--- src/rtl/socket_controler_mc.sv ---
// Multi-channel socket FIFO read controller.
// Watches N_CH socket FIFOs and grants them one at a time in round-robin order.
// Each grant pulls a burst of up to BURST_LEN words into one shared consumer.
// The consumer can apply back-pressure through i_ready.
// MODE 0 (STREAM): a channel may be granted as soon as it holds any data,
// and a burst ends early when its FIFO runs dry.
// MODE 1 (FRAME): a channel may be granted only when its FIFO is full,
// and a burst waits out gaps in the data instead of ending early.
module socket_controler_mc #(
  parameter  int N_CH      = 4,
  parameter  int BURST_LEN = 16,
  parameter  int MODE      = 0,
  localparam int CW        = (N_CH > 1) ? $clog2(N_CH) : 1,
  localparam int KW        = $clog2(BURST_LEN + 1)
) (
  input  logic            i_clk,
  input  logic            i_rst_n,
  input  logic [N_CH-1:0] i_empty,
  input  logic [N_CH-1:0] i_full,
  input  logic            i_ready,
  output logic [N_CH-1:0] o_rd_en,
  output logic [CW-1:0]   o_ch_idx,
  output logic            o_busy,
  output logic [KW-1:0]   o_rd_cnt,
  output logic            o_burst_done
);

  typedef enum logic [1:0] {IDLE, PULL, DONE} state_t;

  state_t          state;
  logic [CW-1:0]   grant;
  logic [CW-1:0]   last_grant;
  logic [KW-1:0]   rd_cnt;
  logic            burst_done;
  logic [N_CH-1:0] eligible;
  logic            pick_valid;
  logic [CW-1:0]   pick_idx;
  logic [CW-1:0]   cand;
  logic            rd_fire;

  assign eligible = (MODE == 1) ? i_full : ~i_empty;

  // A read happens only on the granted channel, when the consumer can take
  // the word and the FIFO still holds data, so a FIFO can never underflow.
  assign rd_fire = (state == PULL) && i_ready && !i_empty[grant];

  // Round-robin choice: the first eligible channel after last_grant, with wrap-around.
  always_comb begin
    // NOTE: every output of this block gets a default first, so every path
    // assigns it and no latch is inferred.
    pick_valid = 1'b0;
    pick_idx   = '0;
    cand       = '0;
    // Scan from the farthest offset down to the nearest one. The nearest
    // eligible channel is the last one written, so it wins.
    for (int k = N_CH; k >= 1; k--) begin
      cand = CW'((int'(last_grant) + k) % N_CH);
      if (eligible[cand]) begin
        pick_valid = 1'b1;
        pick_idx   = cand;
      end
    end
  end

  // Read enable is decoded from the registered grant and the live FIFO and consumer flags.
  always_comb begin
    o_rd_en = '0;
    if (state == PULL) o_rd_en[grant] = rd_fire;
  end

  // Controller state machine together with its registered outputs.
  always_ff @(posedge i_clk or negedge i_rst_n) begin
    if (!i_rst_n) begin
      state      <= IDLE;
      grant      <= '0;
      // Start from the top channel so that the first search begins at channel 0.
      last_grant <= CW'(N_CH - 1);
      rd_cnt     <= '0;
      burst_done <= 1'b0;
    end else begin
      // NOTE: this block holds state, so it uses only non-blocking assignments.
      // Every register then updates from values sampled before the clock edge.
      burst_done <= 1'b0;
      unique case (state)
        IDLE: begin
          if (pick_valid) begin
            state      <= PULL;
            grant      <= pick_idx;
            last_grant <= pick_idx;
            rd_cnt     <= '0;
          end
        end
        PULL: begin
          if (rd_fire) begin
            rd_cnt <= rd_cnt + 1'b1;
            // The final read of a full burst wins over an empty flag that
            // rises in the same cycle.
            if (rd_cnt == KW'(BURST_LEN - 1)) begin
              state      <= DONE;
              burst_done <= 1'b1;
            end
          end else if (MODE == 0 && i_empty[grant]) begin
            // STREAM mode: a dry FIFO ends the burst early, with a short count.
            state      <= DONE;
            burst_done <= 1'b1;
          end
        end
        DONE:    state <= IDLE;
        default: state <= IDLE;
      endcase
    end
  end

  assign o_ch_idx     = grant;
  assign o_busy       = (state != IDLE);
  assign o_rd_cnt     = rd_cnt;
  assign o_burst_done = burst_done;

endmodule

--- config.mk ---
export PLATFORM = sky130hd
export DESIGN_NAME = socket_controler_mc
export DESIGN_NICKNAME = d
export VERILOG_FILES = /design/src/rtl/socket_controler_mc.sv
export SDC_FILE = /design/constraint.sdc
export NUM_CORES = 1
export LEC_CHECK = 0
export ABC_AREA = 0
export CORE_UTILIZATION = 43
export CTS_CLUSTER_SIZE = 16
export DETAILED_ROUTE_END_ITERATION = 10
export PLACE_DENSITY_LB_ADDON = 0.12
export SKIP_CTS_REPAIR_TIMING = 1
export SYNTH_ARGS = -nofsm -noshare
export SYNTH_HDL_FRONTEND = slang
export SYNTH_SLANG_ARGS = --single-unit
--- constraint.sdc ---
create_clock -name i_clk -period 2.1 [get_ports i_clk]
set_input_delay 0.315 -clock i_clk [delete_from_list [all_inputs] [get_ports i_clk]]
set_output_delay 0.315 -clock i_clk [all_outputs]
set_load 0.01 [all_outputs]
==> impl_results.md <==
* Register area at 303 sq um
* Vias at 629
* Crit-path cells: clkdlybuf4s50_1, nand4b_1, nor3b_2, clkdlybuf4s50_1
* CP delay by family, top: buffers and inverters
* ANT cells at 0
* Status: finished clean
* Overall routing resource usage at 20.1%
* Rows at 14
* DP Area at 927 sq um
* Antenna Violating Nets Remaining at 0
* Post-detail-place hpwl at 1100 um
* Compound-gate portion of the synthesized area at 14.5%
* RSZ-0062 raised after global routing: yes
* Clk pin slew, worst setup/hold paths at 0.07 ns
* Mean Syn Cell Area at 9.73 sq um
* Core ar. at 0.00151 sq mm
* Power per Cell Area at 1180 mW/mm^2
* Setup TNS at 0 ns
* Period utilization at 97.1%
* CTS tree: yes
* Initial Utilization at 45.8%
* CP endpoint kind: primary output
* Worst Path Arrival at 1.72 ns
* Gp weighted congestion at 0.785
* Final cell area excluding filler cells at 973 sq um
* Port Buffers at 19
* Die ar. at 0.00177 sq mm
* CP max stage cell: clkdlybuf4s50_1
* Slew headroom at 64.2%
* Die Width at 42.1 um
* Synthesis-to-layout area growth at 40.9%
* Post-synthesis xor/xnor area fraction at 0%
* F_max at 0.490 GHz
* Most common cell after layout, fill and taps aside: clkdlybuf4s50_1
* Post-synthesis simple-gate area fraction at 25.2%
* Max-slew violation count at 0
* CP dominant cell by count: clkdlybuf4s50_1
* Fin. Hold Viols at 0
* Mapped Cells at 71
* Adder-Cell Fraction of Synth Area at 3.62%
* Post-Syn Area at 691 sq um
* Multiplexer share of the synthesized area at 9.06%
* Share of cells above drive strength 1 at 15.3%
* CP Buf/Inv Count at 2
* Drt via density at 5.52
* Largest family of logic cells by synthesized area: simple AND/OR/NAND/NOR gates
* Power, Total at 1.15 mW
* Worst hold path type: primary input to async pin
* Vias in the first global route at 584
* CTS Buffer Depth at 2
* Multi-input logic area at 379 sq um
* Clock Skew at 0.00670 ns
* Pre-antenna DRT Iters at 4
* Most frequent cells in the layout: clkdlybuf4s50_1, dfrtp_1, a21oi_1, nor2_1, nand2_1
* Dominant cell type by area after synthesis: dfrtp_1
* DR WL/cell at 13.2 um
* Peak supply drop at 0.832 mV
* Critical Path Source Type: primary input
* Min Clock Period, post-route at 2.04 ns
* # setup viols final at 0
* Cts bufs inserted at 3
* Top cell type's share of synthesized area at 36.2%
* Syn_nets at 84
* Largest net degree at the start of global routing at 13
* Root Driver: clkbuf_4
* Synth cell types at 27
* First-pass GRT wire length at 2700 um
* Total routed wirelength at 1510 um
* Worst Tran Pin Value at 0.536 ns
* Nets at 112
* Fillcell total at 137
* Initial DRC count at 33
* Top post-synthesis cells by area: dfrtp_1, dfstp_2, mux2i_1
* Crit-path max FO at 3
* Clock Latency Late Sink at 0.27 ns
* Worst setup path class: primary input to primary output
* Worst path required time at 1.78 ns
* MaxCap Viol Count at 0
* CTS sink cnt at 12
* Initial antenna violation count at 0
* IO Pins at 24
* Post-Route Utilization at 64.6%
* #FFs+latches synth at 12
* DRC violations left at 0
* GR Overflow Total at 0
* Slowest stage delay, CP at 0.55 ns
* Lkg Pwr at 0.433 nW
* Number of H-tree levels at 1
* Chip height at 42.1 um
* Synthesis Warnings at 0
* Sequential fraction of the synthesis area at 43.8%
[cells by family after synthesis]
kind of cell,Yosys count
muxes,5
buffers and inverters,5
adders and majority gates,2
and+or+nand+nor,30
AOI/OAI and AO/OA,17
DFF,12
[report_power, final]
group | leakage, nW | total [mW] | switching (mW) | internal [mW]
logic | 0.269 | 0.533 | 0.242 | 0.291
clock network | 0.0150 | 0.146 | 0.0729 | 0.0736
registers | 0.149 | 0.468 | 0.133 | 0.335
total | 0.433 | 1.15 | 0.448 | 0.700
[layer usage]
layer / global-route usage (%) / up-vias / share of wire [%]
li1: - / 317 / -
met1: 30.0 / 291 / 50
met2: 27.5 / 21 / 44
met3: 8.19 / 0 / 6.2
met4: 3.75 / 0 / 0
met5: 0 / - / 0
[final cells by class]
| class | instances | share of cell area [%] |
|---|---|---|
| Inverter | 4 | 1.54 |
| Multi-Input combinational cell | 54 | 38.9 |
| Sequential cell | 12 | 31.1 |
| Clock buffer | 4 | 2.70 |
| Timing Repair Buffer | 24 | 23.7 |
| Tap cell | 16 | 2.06 |
[cells in the mapped netlist, drive strengths merged]
master,number
dfrtp,10
a21oi,7
nor2,7
nand2,6
inv,4
mux2i,4
nand3b,4
o21ai,4
nor3b,3
a21o,2
dfstp,2
ha,2
nand2b,2
nand4,2
a221o,1
a31oi,1
and3,1
buf,1
mux4,1
nand3,1
nand4b,1
nor3,1
nor4,1
nor4b,1
o21bai,1
o22ai,1
[sequential cells by signal (all words and copies together), names as in the netlist]
name / count
state: 2
o_ch_idx: 2
o_burst_done: 1
o_rd_cnt: 5
last_grant: 2
[worst register-to-register path: cells and delay by family, from the launching register on]
family	cells	cell delay, ns
muxes	2	0.73
DFF	1	0.48
and+or+nand+nor	2	0.33
[through the flow]
| step | hold slack, ns | setup WS [ns] | cells |
|---|---|---|---|
| floorplan | 0.0194 | 0.541 | 71 |
| global placement | 0.479 | -0.0337 | 110 |
| detailed placement | 0.496 | -0.0919 | 110 |
| CTS | 0.402 | -0.0978 | 114 |
| global route | 0.440 | -0.0109 | 114 |
| finish | 0.389 | 0.0604 | 114 |
[final timing paths]
check | from | end | slack, ns | depth (start not counted)
max | i_ready | o_rd_en[3] | 0.06 | 4
max in group asynchronous | i_rst_n | last_grant[0] | 1.34 | 1
min reg2reg | o_rd_cnt[3] | o_rd_cnt[3] | 0.50 | 1
max reg2reg | o_ch_idx[0] | o_rd_cnt[3] | 0.45 | 4
min | i_rst_n | o_ch_idx[1] | 0.39 | 1
min in group i_clk | o_rd_cnt[3] | o_rd_cnt[3] | 0.50 | 1
No activity file was read; power rests on OpenSTA's default activity.
==> edit, RTL diff (same flow settings) <==
Set the parameter `N_CH` to 2 (it was 4).
--- a/src/rtl/socket_controler_mc.sv
+++ b/src/rtl/socket_controler_mc.sv
@@ -9,3 +9,3 @@
 module socket_controler_mc #(
-  parameter  int N_CH      = 4,
+  parameter  int N_CH      = 2,
   parameter  int BURST_LEN = 16,
Interface: changed (resized i_empty, i_full, o_ch_idx and o_rd_en); port bits go from 24 to 17. The function was not compared with the original's and may differ.
==> edit against the original RTL <==
Sequential power is 29% lower; sequential cell count shrank 2; wire length shrank 24%; fmax is 1.7% higher; final cell count is 23% lower; final area down 22%; power is 27% lower; highest routed layer is now met4; combinational power decreased by 38%; critical endpoint is now o_rd_en[0]; largest power group unchanged; area after synthesis fell by 22%; worst setup slack improved by 0.033 ns.
==> edit: results (changes against the original RTL) <==
----------------------------------------------------
[Outcome]
  Status ... finished clean

[Clock tree]
  Maximum buffer depth of the clock tree ... 2 (unchanged)
  Clock transition at the registers of the reported paths ... 0.07 ns (about the same)
  Total clock buffers created by CTS ... 3 (unchanged)
  Clock root buffer ... sky130_fd_sc_hd__clkbuf_4
  Insertion delay of the later-clocked pin in the worst-skew pair ... around 0.26 ns
  Count of H-tree levels built during CTS ... 1 (unchanged)

[Finish]
  Number of flip-flops under the largest register name ... 5 (unchanged)
  Non-filler instance count after layout ... 88 (-23%)
  Fraction of layout cells with a size suffix above 1 ... 0.162 (+0.00910)
  Filler cell count ... 101 (-26%)
  Number of antenna diodes ... 0 (unchanged)
  Total number of nets in the final design ... 84 (-25%)

[Setup path]
  Critical path arrival ... 1.69 ns (-0.03 ns)
  Worst Reg-to-Reg Cells ... 4 (unchanged)
  Minimum setup slack among reg-to-reg paths ... 0.49 ns (+0.04 ns)
  Critical R2R Launch ... state[1]
  Destination of the worst register-to-register timing path ... o_rd_cnt[3]
  Crit-path max FO ... 7 (+4)

[Power]
  Switching portion of total power ... 0.351 (-0.0392)
  Leakage power summed over all cells ... 0.347 nW (-20%)
  IR Drop Worst-Case VDD ... 0.596 mV (-28%)

[Yosys]
  Warning count from the yosys run ... 0 (unchanged)
  Portion of the post-synthesis area used by sequential elements ... 0.465 (+0.0269)
  Yosys cell types ... 28 (+3.7%)
  Syn nets ... 62 (-26%)
  Gate count after technology mapping ... 53 (-25%)
  Fraction of registers with async set or reset after synthesis ... 1.00 (unchanged)
  Area contributors post-synth ... sky130_fd_sc_hd__dfrtp_1 42%, sky130_fd_sc_hd__dfstp_2 4.9%, sky130_fd_sc_hd__ha_1 4.6%
  Top post-synthesis cells by count ... 9 x sky130_fd_sc_hd__dfrtp_1, 5 x sky130_fd_sc_hd__nand2_1, 4 x sky130_fd_sc_hd__a21oi_1

[Place]
  Final HPWL DP ... 847 um (-23%)
  Number of port buffers ... 14 (-5)
  Routability congestion estimate from global placement ... 0.755 (-3.8%)
  Dpl cell area ... 723 um2 (-22%)

[Detailed routing]
  DR vias/cell ... 5.48 (-0.73%)
  Detailed-router iteration count before antenna repair ... 4 (unchanged)
  Number of DRC violations after detailed-routing iteration 0 ... 4 (-88%)
  Total Routed Length ... 1140 um (-24%)

[Global route]
  Number of global-route vias before repair ... 454 (-22%)
  Initial antenna violation count ... 0 (unchanged)
  Wire length of the first global-routing pass ... 1910 um (-29%)
  Largest net degree at the start of global routing ... 11 (-2)
  Overall routing resource usage ... 0.195 (-0.00511)

[STA]
  Actual slew at the worst max-slew pin ... 0.447 ns (-0.0888 ns)
  Setup skew after layout ... 0.00110 ns (-0.00560 ns)
  Smallest hold slack ... 0.363 ns (-0.0258 ns)

[Hold path]
  Type of the tightest min-delay check ... input pin to async pin

----------------------------------------------------
## edit: worst max-delay path: stages, from the launching register on
cell                              delay, ns
sky130_fd_sc_hd__dfrtp_1               0.45
sky130_fd_sc_hd__nand3b_2              0.27
sky130_fd_sc_hd__nor3_1                0.15
sky130_fd_sc_hd__clkdlybuf4s50_1       0.56
## edit: stage by stage
stage	utilization	setup slack [ns]
3_5_place_dp	0.634	0.104
2_1_floorplan	-	0.580
6_report	0.668	0.0937
3_3_place_gp	0.634	0.108
5_1_grt	0.668	0.0263
4_1_cts	0.666	0.0390
## edit: area by class of cell
class,instances,area [um2],area share
Tap cell,14,17.5,0.0230
Clock buffer,4,36.3,0.0476
Timing Repair Buffer,18,173,0.227
Sequential cell,10,251,0.330
Inverter,2,7.51,0.00985
Multi-Input combinational cell,40,277,0.363
## edit: kinds of logic (layout without fill, tap and decap cells)
family / count (synthesis) / after routing / synth area share
flops: 10 / 10 / 0.465
simple gates: 18 / 18 / 0.188
compound gates: 18 / 18 / 0.231
mux: 2 / 2 / 0.0463
fa+ha+maj: 2 / 2 / 0.0463
buf+inv: 3 / 24 / 0.0231
## edit: metal layers
metal | global-route usage | vias to the layer above | share of wire
met2 | 0.294 | 11 | 0.46
met5 | 0 | - | 0
met3 | 0.0238 | 2 | 0.037
met1 | 0.273 | 222 | 0.49
met4 | 0.107 | 0 | 0.0062
li1 | - | 247 | -
## edit: how the worst max path moves through the flow
stage	slack [ns]	startpoint	end	depth (start not counted)
CTS	0.04	state[1]	o_rd_en[1]	3
global placement	0.11	i_ready	o_rd_en[1]	4
detailed placement	0.10	i_ready	o_rd_en[1]	4
finish	0.09	state[1]	o_rd_en[0]	3
floorplan	0.58	o_rd_cnt[0]	o_rd_cnt[4]	5
global route	0.03	state[1]	o_rd_en[0]	3
## edit: power by group through the flow
stage	clock network [mW]	registers [mW]	logic [mW]
3_5_place_dp	0	0.335	0.333
5_1_grt	0.187	0.341	0.370
2_1_floorplan	0	0.313	0.199
3_3_place_gp	0	0.328	0.332
6_report	0.171	0.331	0.332
4_1_cts	0.177	0.330	0.337
